<file path="src/rtl/header_receiver.sv">
`default_nettype none
// ============================================================================
// Module  : header_receiver
// Brief   : Assembles a fixed-length block header from strobed UART bytes,
//           with frame abort, inter-byte timeout and valid/ack handoff.
// Revision: 1.0
// ============================================================================
module header_receiver #(
    parameter int HEADER_BYTES   = 80,
    parameter int TIMEOUT_CYCLES = 50000000
) (
    input  logic                                clock,
    input  logic                                reset,
    input  logic [7:0]                          rx_data,
    input  logic                                rx_valid,
    input  logic                                frame_error,
    input  logic                                header_ack,
    output logic [8*HEADER_BYTES-1:0]           header,
    output logic                                header_valid,
    output logic [$clog2(HEADER_BYTES+1)-1:0]   byte_count,
    output logic [15:0]                         drop_count,
    output logic [15:0]                         abort_count
);

    localparam int CW = $clog2(HEADER_BYTES+1);
    localparam int TW = (TIMEOUT_CYCLES > 2) ? $clog2(TIMEOUT_CYCLES) : 1;
    localparam logic [CW-1:0] LAST_BYTE  = CW'(HEADER_BYTES - 1);
    localparam logic [TW-1:0] TIMER_LAST = TW'(TIMEOUT_CYCLES - 1);

    typedef enum logic [1:0] {
        S_IDLE = 2'd0,
        S_RECV = 2'd1,
        S_FULL = 2'd2
    } state_t;

    state_t          state;
    logic [TW-1:0]   idle_timer;

    always_ff @(posedge clock or negedge reset) begin
        if (!reset) begin
            state        <= S_IDLE;
            idle_timer   <= '0;
            header       <= '0;
            header_valid <= 1'b0;
            byte_count   <= '0;
            drop_count   <= '0;
            abort_count  <= '0;
        end else begin
            case (state)
                S_IDLE: begin
                    idle_timer <= '0;
                    if (frame_error) begin
                        if (abort_count != 16'hFFFF) abort_count <= abort_count + 16'd1;
                    end else if (rx_valid) begin
                        header     <= {header[8*HEADER_BYTES-9:0], rx_data};
                        byte_count <= CW'(1);
                        state      <= S_RECV;
                    end
                end
                S_RECV: begin
                    // A byte landing on the expiry cycle wins over the timeout.
                    if (frame_error || (!rx_valid && idle_timer == TIMER_LAST)) begin
                        byte_count <= '0;
                        idle_timer <= '0;
                        state      <= S_IDLE;
                        if (abort_count != 16'hFFFF) abort_count <= abort_count + 16'd1;
                    end else if (rx_valid) begin
                        header     <= {header[8*HEADER_BYTES-9:0], rx_data};
                        byte_count <= byte_count + CW'(1);
                        idle_timer <= '0;
                        if (byte_count == LAST_BYTE) begin
                            state        <= S_FULL;
                            header_valid <= 1'b1;
                        end
                    end else begin
                        idle_timer <= idle_timer + TW'(1);
                    end
                end
                S_FULL: begin
                    idle_timer <= '0;
                    if (header_ack) begin
                        header_valid <= 1'b0;
                        if (rx_valid) begin
                            header     <= {header[8*HEADER_BYTES-9:0], rx_data};
                            byte_count <= CW'(1);
                            state      <= S_RECV;
                        end else begin
                            byte_count <= '0;
                            state      <= S_IDLE;
                        end
                    end else if (rx_valid && drop_count != 16'hFFFF) begin
                        drop_count <= drop_count + 16'd1;
                    end
                end
                default: begin
                    state        <= S_IDLE;
                    idle_timer   <= '0;
                    byte_count   <= '0;
                    header_valid <= 1'b0;
                end
            endcase
        end
    end

endmodule
`default_nettype wire

</file>
<file path="config.mk">
export PLATFORM = sky130hd
export DESIGN_NAME = header_receiver
export DESIGN_NICKNAME = d
export VERILOG_FILES = /design/src/rtl/header_receiver.sv
export SDC_FILE = /design/constraint.sdc
export NUM_CORES = 1
export LEC_CHECK = 0
export CAP_MARGIN = 25
export CORE_AREA = 2 2 270 272
export DETAILED_ROUTE_END_ITERATION = 16
export DIE_AREA = 0 0 272 274
export HOLD_SLACK_MARGIN = 0.06
export PLACE_DENSITY_LB_ADDON = 0.05
export SYNTH_ARGS = -nofsm -noshare
export SYNTH_HDL_FRONTEND = slang
export SYNTH_SLANG_ARGS = --single-unit
</file>
<file path="constraint.sdc">
create_clock -name clock -period 4.2 [get_ports clock]
set_clock_uncertainty 0.2 [all_clocks]
set_input_delay 0.63 -clock clock [delete_from_list [all_inputs] [get_ports clock]]
set_output_delay 0.63 -clock clock [all_outputs]
set_load 0.01 [all_outputs]
</file>
# Yosys cells after proc, flatten, opt, wreduce, memory -nomap -nowiden
# Cells that the tools add are included.
dict set report op_classes {
  n_eq_ne 16
  n_bitwise 2
  reduce_logical 13
  add_sub_neg 4
  muxes 32
}
# cell n
set op_table {}
lappend op_table {{two-way mux 640 bit} 4}
lappend op_table {{case mux 640 bit (3 select lines)} 1}
lappend op_table {{two-way mux 26 bit} 3}
lappend op_table {{two-way mux 16 bit} 3}
lappend op_table {{two-way mux 7 bit} 5}
lappend op_table {{adder 16 x 1 -> 16 bit, second input constant} 2}
lappend op_table {{inequality test 16 bit, second input constant} 2}
lappend op_table {{case mux 16 bit (2 select lines)} 1}
lappend op_table {{adder 26 x 1 -> 26 bit, second input constant} 1}
lappend op_table {{== test 26 bit, second input constant} 1}
lappend op_table {{case mux 7 bit (3 select lines)} 1}
lappend op_table {{inequality test 2 bit, second input constant} 8}
lappend op_table {{two-way mux 2 bit} 6}
lappend op_table {{AND reduction 5 bit} 2}
lappend op_table {{AND reduction 4 bit} 2}
lappend op_table {{adder 7 x 1 -> 7 bit, second input constant} 1}
lappend op_table {{== test 7 bit, second input constant} 1}
lappend op_table {{two-way mux 1 bit} 6}
lappend op_table {{inequality test 3 bit, second input constant} 2}
lappend op_table {{case mux 2 bit (3 select lines)} 1}
lappend op_table {{AND reduction 3 bit} 2}
lappend op_table {{case mux 1 bit (3 select lines)} 1}
lappend op_table {{nonzero test 3 bit} 1}
lappend op_table {{== test 2 x 1 -> 1 bit, second input constant} 1}
lappend op_table {{other kinds (7)} 9}
dict set report word_totals {
  output_inout_bits 680
  elab_cells 74
  in_bits 13
  regBits 708
}

# Logic depth before layout (Yosys ltp)
# Gate-level depths: netlist of run 1.
dict set report logic_depth {
  ltp_word 5
  mapped_depth 9
  ltp_nobuf 6
}

# Least setup slack after synthesis of run 1
# No wires, ideal clock.
dict set report synth_path {
  path_kind {input -> register}
  startpoint {input rx_valid}
  endpoint {register header[100]}
  required_ns 3.875
  setup_slack_ns 1.507
  t_arrival_ns 2.368
  setup_ns 0.125
  path_stages 8
  path_buffers 3
  cell_sequence {nor4b_1 nand4b_1 o31a_1 o21ai_2 buf_6 buf_12 buf_12 mux2_4}
}
dict set report synth_between {
  elab_chain_len 5
  elab_cells_between_ends 10
  classes_between {eq/ne: 1; mux: 5; reduce/logical: 4}
}
# element line_no
set synth_lines {}
lappend synth_lines {{from (decl)} 15} ;# input logic rx_valid,
lappend synth_lines {{zero test 1 bit} 62} ;# if (frame_error || (!rx_valid && idle_timer == TIMER_LAST)) begin
lappend synth_lines {{logical AND 1 bit} 62}
lappend synth_lines {{logical OR 1 bit} 62}
lappend synth_lines {{inequality test 2 bit (no line)} -}
lappend synth_lines {{AND reduction 4 bit (no line)} -}
lappend synth_lines {{to (signal assigned)} 55} ;# header <= {header[8*HEADER_BYTES-9:0], rx_data};
lappend synth_lines {{to (signal assigned)} 68} ;# header <= {header[8*HEADER_BYTES-9:0], rx_data};
lappend synth_lines {{to (signal assigned)} 84} ;# header <= {header[8*HEADER_BYTES-9:0], rx_data};
lappend synth_lines {{to (decl)} 18} ;# output logic [8*HEADER_BYTES-1:0] header,
# Several ways; a longest one is shown, not always the timed one. The select of a mux whose other input is x is not followed.
# A chain may end at the register's enable or synchronous reset.

# Worst setup path in the final report of run 1
dict set report layout_path {
  startpoint {register idle_timer[7]}
  endpoint {register header[23]}
}
dict set report layout_between {
  elab_chain_len 5
}
# element line_no
set layout_lines {}
lappend layout_lines {{from (decl)} 37} ;# logic [TW-1:0] idle_timer;
lappend layout_lines {{from (signal assigned)} 76} ;# idle_timer <= idle_timer + TW'(1);
lappend layout_lines {{== test 26 bit} 62}
lappend layout_lines {{logical AND 1 bit} 62}
lappend layout_lines {{logical OR 1 bit} 62}
lappend layout_lines {{inequality test 2 bit (no line)} -}
lappend layout_lines {{AND reduction 4 bit (no line)} -}
# Every way passes these cells.

==> impl_metrics.csv, run 1 <==
group,metric,value,unit
sta,post-route-period-util,76.69,%
placed_design,placed_cell_area,37590,sq um
global_route,grt_max_degree,96,
global_route,grt_pass1_vias,17610,
sta,slew_headroom,39.49,%
critical_path,critPathMaxFanout,47,
die,die_w,272,um
run,drv_cap,0,
drt,avgRoutedWirePerCell,23.24,um
logic_synthesis,synth-seq-cells,708,
clock_tree,cts_tree,"yes",
critical_path,critPathCaptureType,"flop",
logic_synthesis,synthFlopType,"dfrtp_1",
drt,viasPerCell,4.877,
logic_synthesis,synth-edff-count,0,
sta,hold_viol_final,0,
die,start_util,42.00,%
cells_and_area,n_fill_cell,5744,
clock_tree,cts_resized,0,
die,coreArea,71970,sq um
critical_path,cp-start-kind,"flop",
cells_and_area,syn_to_final_growth,33.28,%
drt,wirelength,80220,um
sta,finalCriticalPeriod,3.221,ns
sta,tns,0,ns
logic_synthesis,synth.most_common_cell,"dfrtp_1",
logic_synthesis,yosysSeqAreaShare,58.62,%
logic_synthesis,yosysTopAreaCellShare,58.62,%
sta,rsz0062_at_grt,"no",
global_route,antenna_found_initial,0,
placed_design,dpl.hpwl,58560,um
sta,finalMaxSlewViolations,0,
logic_synthesis,syn_inst,1695,
logic_synthesis,synth_common_cells,"dfrtp_1, mux2_4, buf_12",
cells_and_area,finalInstanceArea,40280,sq um
sta,worst_slew_pin_slew,0.9076,ns
logic_synthesis,synthArstFlopShare,100.0,%
logic_synthesis,syn_area,30230,sq um
die,die_h,274,um
clock_tree,numCtsBuffers,79,
global_route,grt_use_total,21.12,%
hold_path,min_path_type,"flop to flop",
placed_design,dp_cells,3308,
clock_tree,root_buffer,"clkbuf_16",
logic_synthesis,synthTopCellsByArea,"dfrtp_1, mux2_4, buf_12",
logic_synthesis,syn_avg_cell_area,17.83,sq um
die,ios,693,
logic_synthesis,ys_types,43,
cells_and_area,final_cells,3451,
outcome,status,"completed",
drt,drcViolationCount,0,
global_route,grt_pass1_wl,118800,um
clock_tree,clock_latency,0.61,ns
clock_tree,clock-sinks,708,
critical_path,critical_path_class,"flop to flop",
cells_and_area,final_util,55.98,%
placed_design,place.gp.congestion,0.8401,
critical_path,critPathArrivalTime,3.51,ns
cells_and_area,antenna_cells,0,
clock_tree,clock_path_buffers,3,
clock_tree,clk_pin_slew,0.06,ns
logic_synthesis,synth_top_cell_by_area,"dfrtp_1",
logic_synthesis,syn-num-nets,1712,
die,fp-row-count,99,
critical_path,cp_data_required_time,4.49,ns
logic_synthesis,yosysWarnings,0,
drt,initialDrtViolationCount,914,
pwr,p_per_area,489.5,nW/um^2
sta,setup_viol_count_final,0,
clock_tree,hold_buffers,1,
die,die_area,74530,sq um
clock_tree,htreeDepth,3,
placed_design,io_buffers,692,
clock_tree,cts_setup_buffers,0,
global_route,grt_overflow,0,
cells_and_area,nets,2448,
sta,fmax,0.3105,GHz
cells_and_area,drive_above_1_share,32.58,%
drt,dr.pass1.iters,4,
drt,antenna_left,0,
pwr,ir_drop,0.0004930,V
drt,vias,16830,
pwr,p_leak,19.37,nW
==> final timing paths <==
path                          startpoint      endpoint  slack [ns]  cells after the start
max                        idle_timer[7]    header[23]        0.98                      7
min                         header_valid  header_valid        0.29                      1
max reg2reg                idle_timer[7]    header[23]        0.98                      7
min reg2reg                 header_valid  header_valid        0.29                      1
max in group asynchronous          reset   header[378]        2.31                      3
min in group asynchronous          reset   header[468]        0.43                      2
==> worst max-delay path: stages (launching register included) <==
cell and delay [ns]:
dfrtp_1 0.43, nor4bb_1 0.49, nand4b_1 0.23, o31a_1 0.39, o21ai_4 0.30, buf_12 0.28, buf_12 0.33, mux2_2 0.38
==> cells by family after synthesis <==
logic type               Yosys count  share of synthesized area [%]
XOR/XNOR                          54                          1.565
flip-flops                       708                          58.62
adder cells (fa/ha/maj)            4                         0.1656
AO/OA/AOI/OAI                     32                         0.6913
multiplexers                     643                          31.41
buffers and inverters             87                          4.707
AND/OR/NAND/NOR                  167                          2.848
==> stage by stage <==
stage / worst slack [ns] / power (mW) / hold slack (ns)
after global placement: 0.5277 / 12.69 / 0.2824
final: 0.9791 / 19.72 / 0.2891
after CTS: 0.9659 / 20.00 / 0.2949
after detailed placement: 0.4653 / 12.70 / 0.2816
after global routing: 0.8008 / 20.57 / 0.3194
after floorplan: 1.507 / 10.39 / 0.1344
==> registers in the layout, indices dropped and copies added, names as in the netlist <==
register and cells:
header 640, idle_timer 26, abort_count 16, drop_count 16
byte_count 7, state 2, header_valid 1
==> area by class of cell <==
type	instances	area [sq um]	share of cell area, %
Clock inverter	24	366.6	0.9100
Tap cell	959	1200	2.979
Inverter	5	18.77	0.04659
Timing Repair Buffer	737	7572	18.80
Multi-Input combinational cell	900	11090	27.54
Sequential cell	708	17720	43.98
Clock buffer	118	2317	5.752
==> cells in the final DEF (no fill, tap or decap), types with 20 or more instances in the layout <==
cell type and instances:
clkbuf_16 82, buf_12 24, mux2_4 600, clkbuf_1 23, dfrtp_1 708, buf_4 20
mux2_2 43, nand3_1 23, xnor2_1 29, clkdlybuf4s50_1 691, nand4_1 23, nor2_1 38
nand2_1 33, xor2_1 25
==> routing by layer <==
layer  vias up  wire [um]  track usage [%]  part of all wire, %
met4         0       2042            6.377                  2.5
met5         -          0                0                    0
met1      8796      32750            26.22                   41
met2       468      39680            35.22                   49
met3       103       5741            6.752                  7.2
li1       7463          -                -                    -
==> power breakdown <==
part	internal [mW]	switching, mW
Combinational	2.53	1.64
Clock	4.37	2.78
Sequential	7.63	0.784
Note: power is estimated with default switching activity, not from simulation.
==> run 2, diff against run 1 <==
--- a/config.mk
+++ b/config.mk
@@ -6,9 +6,9 @@
 export NUM_CORES = 1
 export LEC_CHECK = 0
 export CAP_MARGIN = 25
-export CORE_AREA = 2 2 270 272
+export CORE_AREA = 2 2 268 270
 export DETAILED_ROUTE_END_ITERATION = 16
-export DIE_AREA = 0 0 272 274
+export DIE_AREA = 0 0 270 272
 export HOLD_SLACK_MARGIN = 0.06
 export PLACE_DENSITY_LB_ADDON = 0.05
 export SYNTH_ARGS = -nofsm -noshare
==> constraint.sdc (replaced) <==
create_clock -name clock -period 2.84 [get_ports clock]
set_clock_uncertainty 0.2 [all_clocks]
set_input_delay 0.426 -clock clock [delete_from_list [all_inputs] [get_ports clock]]
set_output_delay 0.426 -clock clock [all_outputs]
set_load 0.01 [all_outputs]
==> impl_metrics.csv, run 2 (synthesis gave the netlist of run 1 again) <==
group,metric,value,unit
placed_design,dpl.hpwl,61440,um
sta,timing.hold.ws,0.1053,ns
cells_and_area,drive_above_1_share,35.09,%
global_route,met2_usage,36.87,%
sta,slew_headroom,50.68,%
global_route,grt_use_met3,7.141,%
critical_path,rr_worst_depth,7,
cells_and_area,final_cell_mix,"dfrtp_1, clkdlybuf4s50_1, mux2_4, clkbuf_16, buf_4",
outcome,status,"completed",
pwr,p_leak,19.85,nW
die,fp-row-count,98,
critical_path,cp-start-kind,"flop",
critical_path,r2r_end,"header[8]",
global_route,grt_pass1_vias,18230,
critical_path,critPathMaxFanout,42,
global_route,grt_max_degree,86,
critical_path,r2r_slack,0.13,ns
drt,dr.pass1.iters,5,
clock_tree,htreeDepth,3,
placed_design,place.gp.congestion,0.8236,
critical_path,critPathCaptureType,"flop",
die,die_w,270,um
critical_path,reg2reg_from,"idle_timer[8]",
hold_path,min_path_type,"input port to asynchronous set/reset pin",
pwr,p_per_area,711.9,nW/um^2
cells_and_area,final_common_cell,"dfrtp_1",
clock_tree,root_buffer,"clkbuf_16",
cells_and_area,reg_top3,"header: 640 flops, idle_timer: 26 flops",
drt,antenna_left,0,
drt,vias,17170,
run,drv_cap,0,
placed_design,io_buffers,692,
pwr,total_power,29.28,mW
global_route,antenna_found_initial,0,
drt,drcViolationCount,0,
die,coreArea,70750,sq um
critical_path,crit_chain,"nor4_2, nand4b_1, o31a_1, o21ai_4, buf_12, buf_16, mux2_2",
critical_path,cpPeakStageDelay,0.42,ns
pwr,ir_drop,0.0007030,V
global_route,busiest_layer,"met2",
clock_tree,cts_setup_buffers,0,
die,die_area,73440,sq um
sta,finalCriticalPeriod,2.713,ns
cells_and_area,nets,2519,
sta,fmax,0.3686,GHz
die,die_h,272,um
drt,avgRoutedWirePerCell,23.37,um
drt,viasPerCell,4.879,
cells_and_area,syn_to_final_growth,36.09,%
clock_tree,clk_pin_slew,0.06,ns
global_route,grt_pass1_wl,123900,um
cells_and_area,largest_register_ffs,640,
critical_path,cp_slowest_cell,"dfrtp_1",
die,start_util,42.72,%
sta,setup_viol_count_final,0,
cells_and_area,top_register,"header",
sta,rsz0062_at_grt,"no",
sta,hold_viol_final,0,
cells_and_area,final_util,58.14,%
clock_tree,cts_tree,"yes",
global_route,grt_use_total,22.18,%
cells_and_area,antenna_cells,0,
die,ios,693,
sta,post-route-period-util,95.53,%
clock_tree,clock_path_buffers,3,
critical_path,cp_data_required_time,3.13,ns
clock_tree,clock-sinks,708,
global_route,grt_overflow,0,
global_route,use_met1,27.86,%
sta,finalMaxSlewViolations,0,
critical_path,crit_family,"compound AO/OA/AOI/OAI gates",
drt,wirelength,82220,um
critical_path,critical_path_class,"flop to flop",
sta,worst_slew_pin_slew,0.7342,ns
clock_tree,clock_latency,0.62,ns
clock_tree,numCtsBuffers,80,
critical_path,crit_buf_inv,2,
drt,initialDrtViolationCount,877,
critical_path,critPathArrivalTime,3.01,ns
cells_and_area,n_fill_cell,5578,
==> run 2: power by group <==
| group | switching [mW] | leakage (nW) | internal, mW | total (mW) |
|---|---|---|---|---|
| sequential | 1.25 | 9.61 | 11.3 | 12.5 |
| clock | 4.23 | 1.35 | 6.25 | 10.5 |
| combinational | 2.42 | 8.89 | 3.87 | 6.29 |
==> run 2: layer usage <==
metal  part of all wire (%)  vias to the layer above  wire length (um)
met5                      0                        -                 0
met4                    2.5                        0              2082
met3                    7.2                      118              5929
met2                     49                      494             40510
met1                     41                     8924             33700
li1                       -                     7629                 -
==> run 2: metrics by stage <==
step,cells,setup slack [ns],instance area (sq um),TNS (ns)
after floorplan,1695,0.3512,30230,0
after global placement,3369,-0.3175,38390,-151.21
after detailed placement,3369,-0.3447,38390,-163.62
after CTS,3518,0.05115,41110,0
after global routing,3518,0.03133,41130,0
final,3518,0.1268,41130,0
==> run 2: worst max-delay path by stage <==
| stage | cells after the start | start | slack, ns | endpoint |
|---|---|---|---|---|
| 2_1_floorplan | 8 | rx_valid | 0.35 | header[100] |
| 3_3_place_gp | 8 | rx_valid | -0.32 | header[8] |
| 3_5_place_dp | 8 | rx_valid | -0.34 | header[0] |
| 4_1_cts | 7 | idle_timer[8] | 0.05 | header[8] |
| 5_1_grt | 7 | idle_timer[2] | 0.03 | header[16] |
| 6_report | 7 | idle_timer[8] | 0.13 | header[8] |
==> run 2: final cells by class <==
class	instances	area, sq um	share of cell area (%)
repair buffers	807	8393	20.40
multi-input cells	900	11110	27.00
clock inverters	35	364.1	0.8851
clock buffers	113	2347	5.706
well taps	950	1189	2.890
inverters	5	18.77	0.04563
flip-flops and latches	708	17720	43.07
==> run 2: timing repair <==
action,in CTS,in global routing
endpoints found under the setup margin,0,10
hold buffers,1,0
resized for setup,0,3
endpoints found under the hold margin,414,0
